===== config.mk =====
export PLATFORM = sky130hd
export DESIGN_NAME = pipeline_stall_ctrl
export DESIGN_NICKNAME = d
export VERILOG_FILES = /design/src/rtl/pipeline_ctrl_pkg.sv /design/src/rtl/sat_counter.sv /design/src/rtl/pipeline_stall_ctrl.sv
export SDC_FILE = /design/constraint.sdc
export NUM_CORES = 1
export LEC_CHECK = 0
export CAP_MARGIN = 20
export CORE_MARGIN = 10
export CORE_UTILIZATION = 49
export CTS_BUF_LIST = sky130_fd_sc_hd__clkbuf_4
export CTS_CLUSTER_SIZE = 20
export DETAILED_ROUTE_END_ITERATION = 10
export HOLD_SLACK_MARGIN = 0.12
export PLACE_DENSITY = 0.79
export SYNTH_ARGS = -nofsm -noshare
export SYNTH_HDL_FRONTEND = slang
export SYNTH_SLANG_ARGS = --single-unit

===== constraint.sdc =====
create_clock -name clk -period 2.15 [get_ports clk]
set_clock_uncertainty 0.2 [all_clocks]
set_input_delay 0.5375 -clock clk [delete_from_list [all_inputs] [get_ports clk]]
set_output_delay 0.5375 -clock clk [all_outputs]
set_load 0.1 [all_outputs]

===== src/rtl/pipeline_ctrl_pkg.sv =====
// Shared types and default parameter values for the pipeline stall controller.
package pipeline_ctrl_pkg;

   typedef enum logic [1:0] {
      RUN    = 2'd0,
      FREEZE = 2'd1,
      DRAIN  = 2'd2,
      HALTED = 2'd3
   } ctrl_state_e;

   localparam int unsigned DEF_CNT_W        = 16;
   localparam int unsigned DEF_DRAIN_CYCLES = 4;
   localparam int unsigned DEF_MAX_MEM_WAIT = 15;

endpackage


===== src/rtl/sat_counter.sv =====
// Event counter that sticks at all-ones; clear has priority over increment.
module sat_counter #(
   parameter int unsigned W = 16
) (
   input  logic         clk,
   input  logic         rst,
   input  logic         clr,
   input  logic         inc,
   output logic [W-1:0] q
);

   // Count up on inc, hold at saturation, clear on rst or clr.
   always_ff @(posedge clk) begin
      if (rst || clr) begin
         q <= '0;
      end else if (inc && (q != '1)) begin
         q <= q + 1'b1;
      end
   end

endmodule


===== src/rtl/pipeline_stall_ctrl.sv =====
// Pipeline write-enable / flush controller: load-use stalls, branch flushes,
// memory freezes with timeout detection, halt drain, and event counters.
module pipeline_stall_ctrl
   import pipeline_ctrl_pkg::*;
#(
   parameter int unsigned CNT_W        = DEF_CNT_W,
   parameter int unsigned DRAIN_CYCLES = DEF_DRAIN_CYCLES,
   parameter int unsigned MAX_MEM_WAIT = DEF_MAX_MEM_WAIT
) (
   input  logic             clk,
   input  logic             rst,
   input  logic             stall_req,
   input  logic             branch_taken,
   input  logic             mem_busy,
   input  logic             halt_ID,
   input  logic             cnt_clr,
   output logic             pc_write,
   output logic             ifid_write,
   output logic             ifid_flush,
   output logic             idex_flush,
   output logic             back_hold,
   output logic             halted,
   output logic             mem_timeout,
   output logic [CNT_W-1:0] stall_cnt,
   output logic [CNT_W-1:0] flush_cnt,
   output logic [CNT_W-1:0] freeze_cnt
);

   localparam int unsigned WAIT_W  = $clog2(MAX_MEM_WAIT + 1);
   localparam int unsigned DRAIN_W = $clog2(DRAIN_CYCLES + 1);

   localparam logic [WAIT_W-1:0]  WAIT_MAX   = WAIT_W'(MAX_MEM_WAIT);
   localparam logic [WAIT_W-1:0]  WAIT_TRIG  = WAIT_W'(MAX_MEM_WAIT - 1);
   localparam logic [DRAIN_W-1:0] DRAIN_LOAD = DRAIN_W'(DRAIN_CYCLES - 1);
   localparam logic [DRAIN_W-1:0] DRAIN_LAST = DRAIN_W'(1);

   ctrl_state_e        state, state_nxt;
   logic               pending, pending_nxt;
   logic [WAIT_W-1:0]  wait_cnt, wait_nxt;
   logic [DRAIN_W-1:0] drain_cnt, drain_nxt;
   logic               timeout_set;
   logic               run_eval;
   logic               branch_eff;
   logic               inc_stall, inc_flush, inc_freeze;

   // State, pending branch and sticky timeout registers.
   always_ff @(posedge clk) begin
      if (rst) begin
         state       <= RUN;
         pending     <= 1'b0;
         mem_timeout <= 1'b0;
      end else begin
         state   <= state_nxt;
         pending <= pending_nxt;
         if (timeout_set) begin
            mem_timeout <= 1'b1;
         end
      end
   end

   // Memory-wait and drain countdown registers.
   always_ff @(posedge clk) begin
      if (rst) begin
         wait_cnt  <= '0;
         drain_cnt <= '0;
      end else begin
         wait_cnt  <= wait_nxt;
         drain_cnt <= drain_nxt;
      end
   end

   // Next-state and zero-latency control outputs from state and requests.
   // A FREEZE release cycle reuses the RUN priority chain with the pending
   // branch folded in, so both paths share one set of RUN rules below.
   always_comb begin
      pc_write    = 1'b1;
      ifid_write  = 1'b1;
      ifid_flush  = 1'b0;
      idex_flush  = 1'b0;
      back_hold   = 1'b0;
      halted      = (state == HALTED);
      state_nxt   = state;
      pending_nxt = pending;
      wait_nxt    = wait_cnt;
      drain_nxt   = drain_cnt;
      timeout_set = 1'b0;
      run_eval    = 1'b0;
      branch_eff  = branch_taken;
      inc_stall   = 1'b0;
      inc_flush   = 1'b0;
      inc_freeze  = 1'b0;

      case (state)
         RUN: begin
            run_eval = 1'b1;
         end
         FREEZE: begin
            if (mem_busy) begin
               pc_write   = 1'b0;
               ifid_write = 1'b0;
               back_hold  = 1'b1;
               inc_freeze = 1'b1;
               if (wait_cnt != WAIT_MAX) begin
                  wait_nxt = wait_cnt + 1'b1;
               end
               if (wait_cnt >= WAIT_TRIG) begin
                  timeout_set = 1'b1;
               end
            end else begin
               run_eval    = 1'b1;
               branch_eff  = branch_taken | pending;
               pending_nxt = 1'b0;
            end
         end
         DRAIN: begin
            pc_write   = 1'b0;
            ifid_flush = 1'b1;
            if (mem_busy) begin
               back_hold = 1'b1;
            end else if (branch_taken) begin
               pc_write   = 1'b1;
               idex_flush = 1'b1;
               inc_flush  = 1'b1;
               state_nxt  = RUN;
            end else if (drain_cnt <= DRAIN_LAST) begin
               drain_nxt = '0;
               state_nxt = HALTED;
            end else begin
               drain_nxt = drain_cnt - 1'b1;
            end
         end
         HALTED: begin
            pc_write   = 1'b0;
            ifid_write = 1'b0;
            ifid_flush = 1'b1;
            idex_flush = 1'b1;
         end
         default: begin
            state_nxt = RUN;
         end
      endcase

      if (run_eval) begin
         state_nxt = RUN;
         if (mem_busy) begin
            pc_write    = 1'b0;
            ifid_write  = 1'b0;
            back_hold   = 1'b1;
            state_nxt   = FREEZE;
            wait_nxt    = '0;
            pending_nxt = branch_taken;
         end else if (branch_eff) begin
            ifid_flush = 1'b1;
            idex_flush = 1'b1;
            inc_flush  = 1'b1;
         end else if (stall_req) begin
            pc_write   = 1'b0;
            ifid_write = 1'b0;
            idex_flush = 1'b1;
            inc_stall  = 1'b1;
         end else if (halt_ID) begin
            pc_write   = 1'b0;
            ifid_flush = 1'b1;
            state_nxt  = DRAIN;
            drain_nxt  = DRAIN_LOAD;
         end
      end

      if (rst) begin
         pc_write   = 1'b0;
         ifid_write = 1'b0;
         ifid_flush = 1'b1;
         idex_flush = 1'b1;
         back_hold  = 1'b0;
      end
   end

   sat_counter #(.W(CNT_W)) u_stall_cnt (
      .clk (clk),
      .rst (rst),
      .clr (cnt_clr),
      .inc (inc_stall),
      .q   (stall_cnt)
   );

   sat_counter #(.W(CNT_W)) u_flush_cnt (
      .clk (clk),
      .rst (rst),
      .clr (cnt_clr),
      .inc (inc_flush),
      .q   (flush_cnt)
   );

   sat_counter #(.W(CNT_W)) u_freeze_cnt (
      .clk (clk),
      .rst (rst),
      .clr (cnt_clr),
      .inc (inc_freeze),
      .q   (freeze_cnt)
   );

endmodule


==> summary.txt, run 1 <==
Logic synthesis
  – Post-synthesis mux area share: under 10%
  – Simple-gate portion of the synthesized area: 29.9%
  – Fraction of the mapped netlist area in compound gates: 14.5%
  – Syn_nets: 403
  – Sequential-to-total area share from yosys stat: a little under two fifths
  – Yosys warns: 0
  – Post-Synth Adder-Cell Area: approximately 4.7%
  – Post-synthesis average cell area: approximately 8.3 sq um
  – Synth cell count leaders: 59 x dfxtp_1, 54 x nor2_1, 28 x nand2_1, 22 x nand4_1, 21 x a21oi_1
  – Register bit total from synthesis: 59
  – Post-synth EDFFs: 0
  – Area contributors post-synth: dfxtp_1 37%, nor2_1 6.4%, xnor2_1 4.9%
  – Fraction of registers with async set/reset: 0%
  – Synth area leader: dfxtp_1
  – Cell Area, Synth: 3190 sq um
  – Count leader, synth: dfxtp_1
  – Top-area cell type share of the netlist area: 37.0%
  – Library cells used by synthesis: 56
  – Synth Flop Type: dfxtp_1
  – Mapped Cells: 384
  – Largest family of logic cells by synthesized area: simple AND/OR/NAND/NOR gates
  – Post-Synth XOR/XNOR Area: 8.79%

Place
  – Placer Congestion: 0.911
  – Pre-CTS setup slack: -0.739 ns
  – Final HPWL DP: 7.39 mm
  – Cell total after placement: about 560
  – Post-DP Area: 4960 sq um
  – Number of port buffers: 61

Floorplanning
  – Die H: 101 um
  – DIE WIDTH: 101 um
  – Num rows: 29
  – Core ar.: between 6000 and 7000 sq um
  – Initial cell density of the core: 50.2%
  – IO Pins: 62
  – Die ar.: roughly 10000 sq um

Drt
  – WL final: 11.4 mm
  – Remaining antenna violation count: 0
  – Vias per inst: just over 6
  – Residual DRC: 0
  – Initial drt markers: 306
  – Vias: 3624
  – DRT Pass-1 Iters: 5
  – Wire per inst: 19.7 um

Power
  – Switch Pwr: a little under 0.7 mW
  – Sw Share: 26.8%
  – Int Pwr: between 1.5 and 2 mW
  – Sequential Power Share: a little over two fifths
  – Cell Pwr Density: 465 nW/um^2
  – Clock Power Share: 40.6%
  – Peak supply drop: 0.353 mV
  – Combinational power share: 16.3%
  – Cell leakage power: 1.97 nW

Worst setup path
  – Crit path max fanout: 3
  – CP Class: reg -> out
  – CP top delay family: compound AO/OA/AOI/OAI gates
  – Worst Path Arrival: 2.05 ns
  – Worst setup EP type: primary output
  – Worst path bufs/invs: 3
  – CP peak stage delay: 0.51 ns
  – CP startpoint kind: flip-flop
  – Slowest-stage cell, CP: a2111o_2
  – Critical path required time: around 1.4 ns
  – Crit-path cells: inv_4, ha_4, buf_4, o21ba_4, a2111o_2, buf_12

STA
  – Final setup viols: 21
  – Relative slew slack: 62.8%
  – Final Hold Viols: 0
  – Fmax: 359 MHz
  – Final Max Tran Viols: 0
  – Actual slew at the worst max-slew pin: about 0.55 ns
  – Unrepaired setup endpoints after global routing: true
  – Min cycle time layout: approximately 2.8 ns
  – Worst setup margin: -0.633 ns
  – Final period utilization: 129%

Clock network
  – CTS hold repair buffers: 0
  – TritonCTS clock tree: done
  – Clk buf depth: 2
  – Clock sink count: 59
  – Worst skew pair latency: 0.43 ns
  – CTS Buf Count: 9
  – Clock-pin slew on the worst setup and hold paths: 0.10 ns
  – Root buffer cell: clkbuf_4
  – H-tree Lvls: 3

Run status
  – Status: finished with violations
  – Failing checks: negative setup slack

Worst hold path
  – Worst hold path class: reg -> reg

Cells and area
  – Post-layout util: 86.1%
  – Layout area overhead: 71.4%
  – Final std cells w/o fill: 581
  – FILL cells: 297
  – Layout cells sized above 1: 45.4%
  – Final nets: between 500 and 600
  – Inserted Diodes: 0
  – Final Cell Area: around 5500 sq um

Global routing
  – Number of global-route vias before repair: 3420
  – GRT overflow: 0
  – Largest net degree at the start of global routing: 27
  – First-pass GRT wire length: approximately 17 mm
  – GR Util All Layers: 20.6%
  – Initial antenna violation count: 0

Job
  – Max Cap Viol: 0
-- through the flow --
step / hold slack (ns) / TNS, ns / power [mW]
2_1_floorplan: 0.293 / -1.97 / 1.32
3_3_place_gp: 0.291 / -20.02 / 1.45
3_5_place_dp: 0.309 / -24.57 / 1.46
4_1_cts: 0.324 / -3.00 / 2.48
5_1_grt: 0.351 / -5.19 / 2.60
6_report: 0.344 / -3.83 / 2.54
-- sequential cells by signal, summed over array words and instances, names as in the netlist, named ones only --
name,flops
u_freeze_cnt.q,16
drain_cnt,3
pending,1
u_flush_cnt.q,16
state,2
u_stall_cnt.q,16
mem_timeout,1
-- cell type report --
class	instances	area, sq um	share of cell area [%]
multi-input combinational	300	2210	40.5
clock inverter	6	104	1.90
clock buffer	10	75.1	1.37
inverter	9	38.8	0.710
timing repair buffer	120	1660	30.4
sequential	59	1270	23.3
tap	77	96.3	1.76
-- layout by cell type (no fill, tap or decap), drive strengths merged, types with 6 or more instances in the layout --
cell,instances
inv,9
nor2,54
buf,114
a211oi,9
a21oi,23
clkbuf,10
ha,12
nor3,14
a31oi,6
nand2,28
o21ai,9
nand4,22
xor2,14
xnor2,18
nand3,21
dfxtp,59
nor4,7
and4,7
and3,11
-- layer usage --
metal | track usage [%] | share of wire [%] | vias up | routed length (um)
met5 | 0 | 0 | - | 0
met4 | 8.59 | 3.3 | 0 | 381
met3 | 4.73 | 7.4 | 45 | 851
met2 | 36.1 | 51 | 213 | 5890
met1 | 23.3 | 38 | 1731 | 4330
li1 | - | - | 1635 | -
-- path summary, 6_finish.rpt --
| kind | start | endpoint | slack [ns] | cells past startpoint |
|---|---|---|---|---|
| setup / recovery | state[1]$_SDFFE_PP0P_ | ifid_flush | -0.63 | 6 |
| hold / removal | u_stall_cnt.q[3]$_SDFFE_PP0P_ | u_stall_cnt.q[3]$_SDFFE_PP0P_ | 0.34 | 2 |
| setup reg to reg | drain_cnt[0]$_SDFF_PP0_ | state[1]$_SDFFE_PP0P_ | -0.03 | 6 |
| hold reg to reg | u_stall_cnt.q[3]$_SDFFE_PP0P_ | u_stall_cnt.q[3]$_SDFFE_PP0P_ | 0.34 | 2 |
-- power groups by stage --
stage                     sequential [mW]  clock (mW)  combinational (mW)
after detailed placement             1.12           0               0.342
after CTS                            1.09        1.02               0.371
after global placement               1.12           0               0.331
after floorplan                      1.13           0               0.193
final                                1.10        1.03               0.414
after global routing                 1.10        1.07               0.432
-- cells by family after synthesis --
group / count (synthesis)
AO/OA/AOI/OAI: 66
XOR/XNOR: 32
adder cells (fa/ha/maj): 12
buffers and inverters: 25
flip-flops: 59
multiplexers: 4
AND/OR/NAND/NOR: 186
-- worst min-delay path, cell delays in order (launching register included) --
cell	delay (ns)
dfxtp_2	0.37
nand2_1	0.07
mux2i_1	0.07
-- what timing repair did --
| item | in CTS | in global routing |
|---|---|---|
| gates resized for setup | 23 | 33 |
| pin swaps | 8 | 14 |
| endpoints found under the setup margin | 29 | 41 |
| setup buffers | 6 | 5 |
No activity file was read; power rests on OpenSTA's default activity.
==> run 2: changes to the inputs <==
--- a/config.mk
+++ b/config.mk
@@ -5,9 +5,9 @@
 export SDC_FILE = /design/constraint.sdc
 export NUM_CORES = 1
 export LEC_CHECK = 0
+export ABC_AREA = 1
 export CAP_MARGIN = 20
-export CORE_MARGIN = 10
-export CORE_UTILIZATION = 49
+export CORE_UTILIZATION = 50
 export CTS_BUF_LIST = sky130_fd_sc_hd__clkbuf_4
 export CTS_CLUSTER_SIZE = 20
 export DETAILED_ROUTE_END_ITERATION = 10
==> summary.txt, run 2 <==
Floorplanning
  – Initial cell density of the core: 52.0% (+1.8 points)
  – IO Pins: 62 (unchanged)
  – Die H: 86.3 um (-14%)
  – Num rows: 30 (+3.4%)
  – Core ar.: 6830 sq um (+7.6%)
  – Die ar.: 7450 sq um (-26%)
  – DIE WIDTH: 86.3 um (-14%)

Logic synthesis
  – Fraction of registers with async set/reset: 0% (unchanged)
  – Area contributors post-synth: dfxtp_1 33%, nand2_1 20%, nor2_1 8.8%
  – Top-area cell type share of the netlist area: 33.2% (-3.8 points)
  – Post-synthesis average cell area: 6.33 sq um (-24%)
  – Synth cell count leaders: 189 x nand2_1, 83 x nor2_1, 59 x dfxtp_1, 47 x inv_1, 46 x a21oi_1
  – Post-synth EDFFs: 0 (unchanged)
  – Count leader, synth: nand2_1
  – Synth Flop Type: dfxtp_1
  – Register bit total from synthesis: 59 (unchanged)
  – Mapped Cells: 562 (+46%)
  – Sequential-to-total area share from yosys stat: 33.2% (-3.8 points)
  – Library cells used by synthesis: 30 (-46%)
  – Syn_nets: 581 (+44%)
  – Synth area leader: dfxtp_1
  – Yosys warns: 0 (unchanged)
  – Cell Area, Synth: 3550 sq um (+11%)

Cells and area
  – Inserted Diodes: 0 (unchanged)
  – Final std cells w/o fill: 772 (+33%)
  – Final nets: 690 (+33%)
  – FILL cells: 459 (+55%)
  – Layout cells sized above 1: 30.2% (-15 points)
  – Most frequent cells in the layout: 184 x nand2_1, 82 x nor2_1, 56 x buf_12
  – Post-layout util: 81.4% (-4.7 points)
  – Layout area overhead: 56.4%
  – Biggest regs: u_flush_cnt.q: 16 flops, u_freeze_cnt.q: 16 flops, u_stall_cnt.q: 16 flops
  – Commonest non-fill, non-tap cell in the layout: nand2_1

Drt
  – Residual DRC: 0 (unchanged)
  – Wire per inst: 13.6 um (-31%)
  – Initial drt markers: 216 (-29%)
  – Remaining antenna violation count: 0 (unchanged)
  – Vias per inst: 5.21 (-16%)
  – DRT Pass-1 Iters: 6 (+1)
  – Vias: 4021 (+11%)
  – WL final: 10.5 mm (-8.2%)

Power
  – Cell leakage power: 2.12 nW (+7.4%)
  – Cell Pwr Density: 698 nW/um^2 (+50%)
  – Peak supply drop: 0.388 mV (+9.8%)

Job
  – Max Cap Viol: 0 (unchanged)

Run status
  – Failing checks: negative setup slack
  – Status: finished with violations

Worst setup path
  – Worst path bufs/invs: 2 (-1)
  – Worst setup EP type: primary output
  – Crit-path cells: buf_4, ha_4, nand2_2, nor2_4, nor3b_2, nor3_4, buf_12
  – CP peak stage delay: 0.37 ns (-0.14 ns)
  – CP startpoint kind: flip-flop
  – CP Class: reg -> out
  – Critical path required time: 1.41 ns (about the same)
  – Worst Path Arrival: 1.84 ns (-0.21 ns)
  – Crit path max fanout: 4 (+1)
  – CP top delay family: simple AND/OR/NAND/NOR gates
  – Slowest-stage cell, CP: dfxtp_2

Clock network
  – Clock sink count: 59 (unchanged)
  – Clock-pin slew on the worst setup and hold paths: 0.10 ns (about the same)
  – Worst skew pair latency: 0.42 ns (about the same)
  – CTS hold repair buffers: 0 (unchanged)
  – TritonCTS clock tree: done
  – Clk buf depth: 2 (unchanged)
  – Root buffer cell: clkbuf_4
  – CTS Buf Count: 9 (unchanged)
  – H-tree Lvls: 3 (unchanged)

STA
  – Fmax: 389 MHz (+8.1%)
  – Hold_ws: 0.321 ns (-0.0223 ns)
  – Final Hold Viols: 0 (unchanged)
  – Final setup viols: 5 (-76%)
  – Final period utilization: 120% (-9.7 points)
  – Relative slew slack: 72.0% (+9.2 points)
  – Min cycle time layout: 2.57 ns (-0.209 ns)
  – Final Max Tran Viols: 0 (unchanged)
  – Unrepaired setup endpoints after global routing: true
  – Actual slew at the worst max-slew pin: 0.419 ns (-0.134 ns)
  – Worst setup margin: -0.424 ns (+0.209 ns)

Place
  – Placer Congestion: 0.911 (about the same)
  – Cell total after placement: 752 (+35%)
  – Pre-CTS setup slack: -0.521 ns (+0.218 ns)
  – Final HPWL DP: 7.30 mm (-1.2%)
  – Number of port buffers: 61 (unchanged)

Global routing
  – GRT overflow: 0 (unchanged)
  – Busiest layer in global routing: met2
  – Initial antenna violation count: 0 (unchanged)
  – Met2 usage: 51.7% (+16 points)
  – Number of global-route vias before repair: 3902 (+14%)
  – Met3 Usage GRT: 4.38% (-0.35 points)
  – M1 GR Usage: 34.2% (+11 points)
  – Largest net degree at the start of global routing: 17 (-37%)
  – GR Util All Layers: 29.0% (+8.4 points)
  – First-pass GRT wire length: 17.3 mm (+0.61%)

Worst hold path
  – Worst hold path class: reg -> reg
[run 2: cell type report]
class / count / area (sq um) / area share [%]
inverters: 53 / 211 / 3.80
clock inverters: 6 / 55.1 / 0.990
repair buffers: 109 / 1540 / 27.7
clock buffers: 10 / 75.1 / 1.35
well taps: 96 / 120 / 2.16
flip-flops and latches: 59 / 1240 / 22.2
multi-input cells: 439 / 2320 / 41.8
[run 2: through the flow]
step           power (mW)  cell area [sq um]  TNS (ns)
2_1_floorplan        2.19               3730     -2.51
3_3_place_gp         2.79               5270    -11.56
3_5_place_dp         2.85               5270    -14.62
4_1_cts              3.81               5520     -1.73
5_1_grt              4.04               5560     -2.11
6_report             3.88               5560     -1.82
[run 2: tightest hold or removal path, stage by stage (launching register included)]
cell and delay [ns]:
dfxtp_2 0.37, nand2_1 0.07, a21oi_1 0.06
[run 2: report_power, final]
group / total [mW] / internal [mW] / switching, mW / leakage [nW]
Combinational: 1.90 / 0.771 / 1.13 / 1.55
Clock: 0.786 / 0.359 / 0.428 / 0.0779
Sequential: 1.20 / 1.14 / 0.0544 / 0.497
[run 2: kinds of logic after synthesis]
logic type / Yosys count / share of synthesized area [%]
compound gates: 74 / 10.9
xor+xnor: 23 / 5.67
fa+ha+maj: 12 / 4.22
buf+inv: 64 / 7.46
flops: 59 / 33.2
simple gates: 330 / 38.5
[run 2: per-layer routing]
layer / up-vias / routed length, um
met1: 1871 / 4460
met2: 122 / 5410
met3: 18 / 422
met5: - / 0
met4: 0 / 214
li1: 2010 / -
[run 2: path summary, 6_finish.rpt]
| path | start | endpoint | slack [ns] | depth (start not counted) |
|---|---|---|---|---|
| worst max-delay path | state[1]$_SDFFE_PP0P_ | pc_write | -0.42 | 7 |
| worst min-delay path | u_flush_cnt.q[14]$_SDFFE_PP0P_ | u_flush_cnt.q[14]$_SDFFE_PP0P_ | 0.32 | 2 |
| worst max register to register | state[1]$_SDFFE_PP0P_ | u_flush_cnt.q[5]$_SDFFE_PP0P_ | 0.11 | 11 |
| worst min register to register | u_flush_cnt.q[14]$_SDFFE_PP0P_ | u_flush_cnt.q[14]$_SDFFE_PP0P_ | 0.32 | 2 |
[run 2: repair_timing]
item,in CTS,in global routing
setup buffers,4,0
pin swaps,11,0
resized for setup,25,7
setup endpoints to repair,6,8
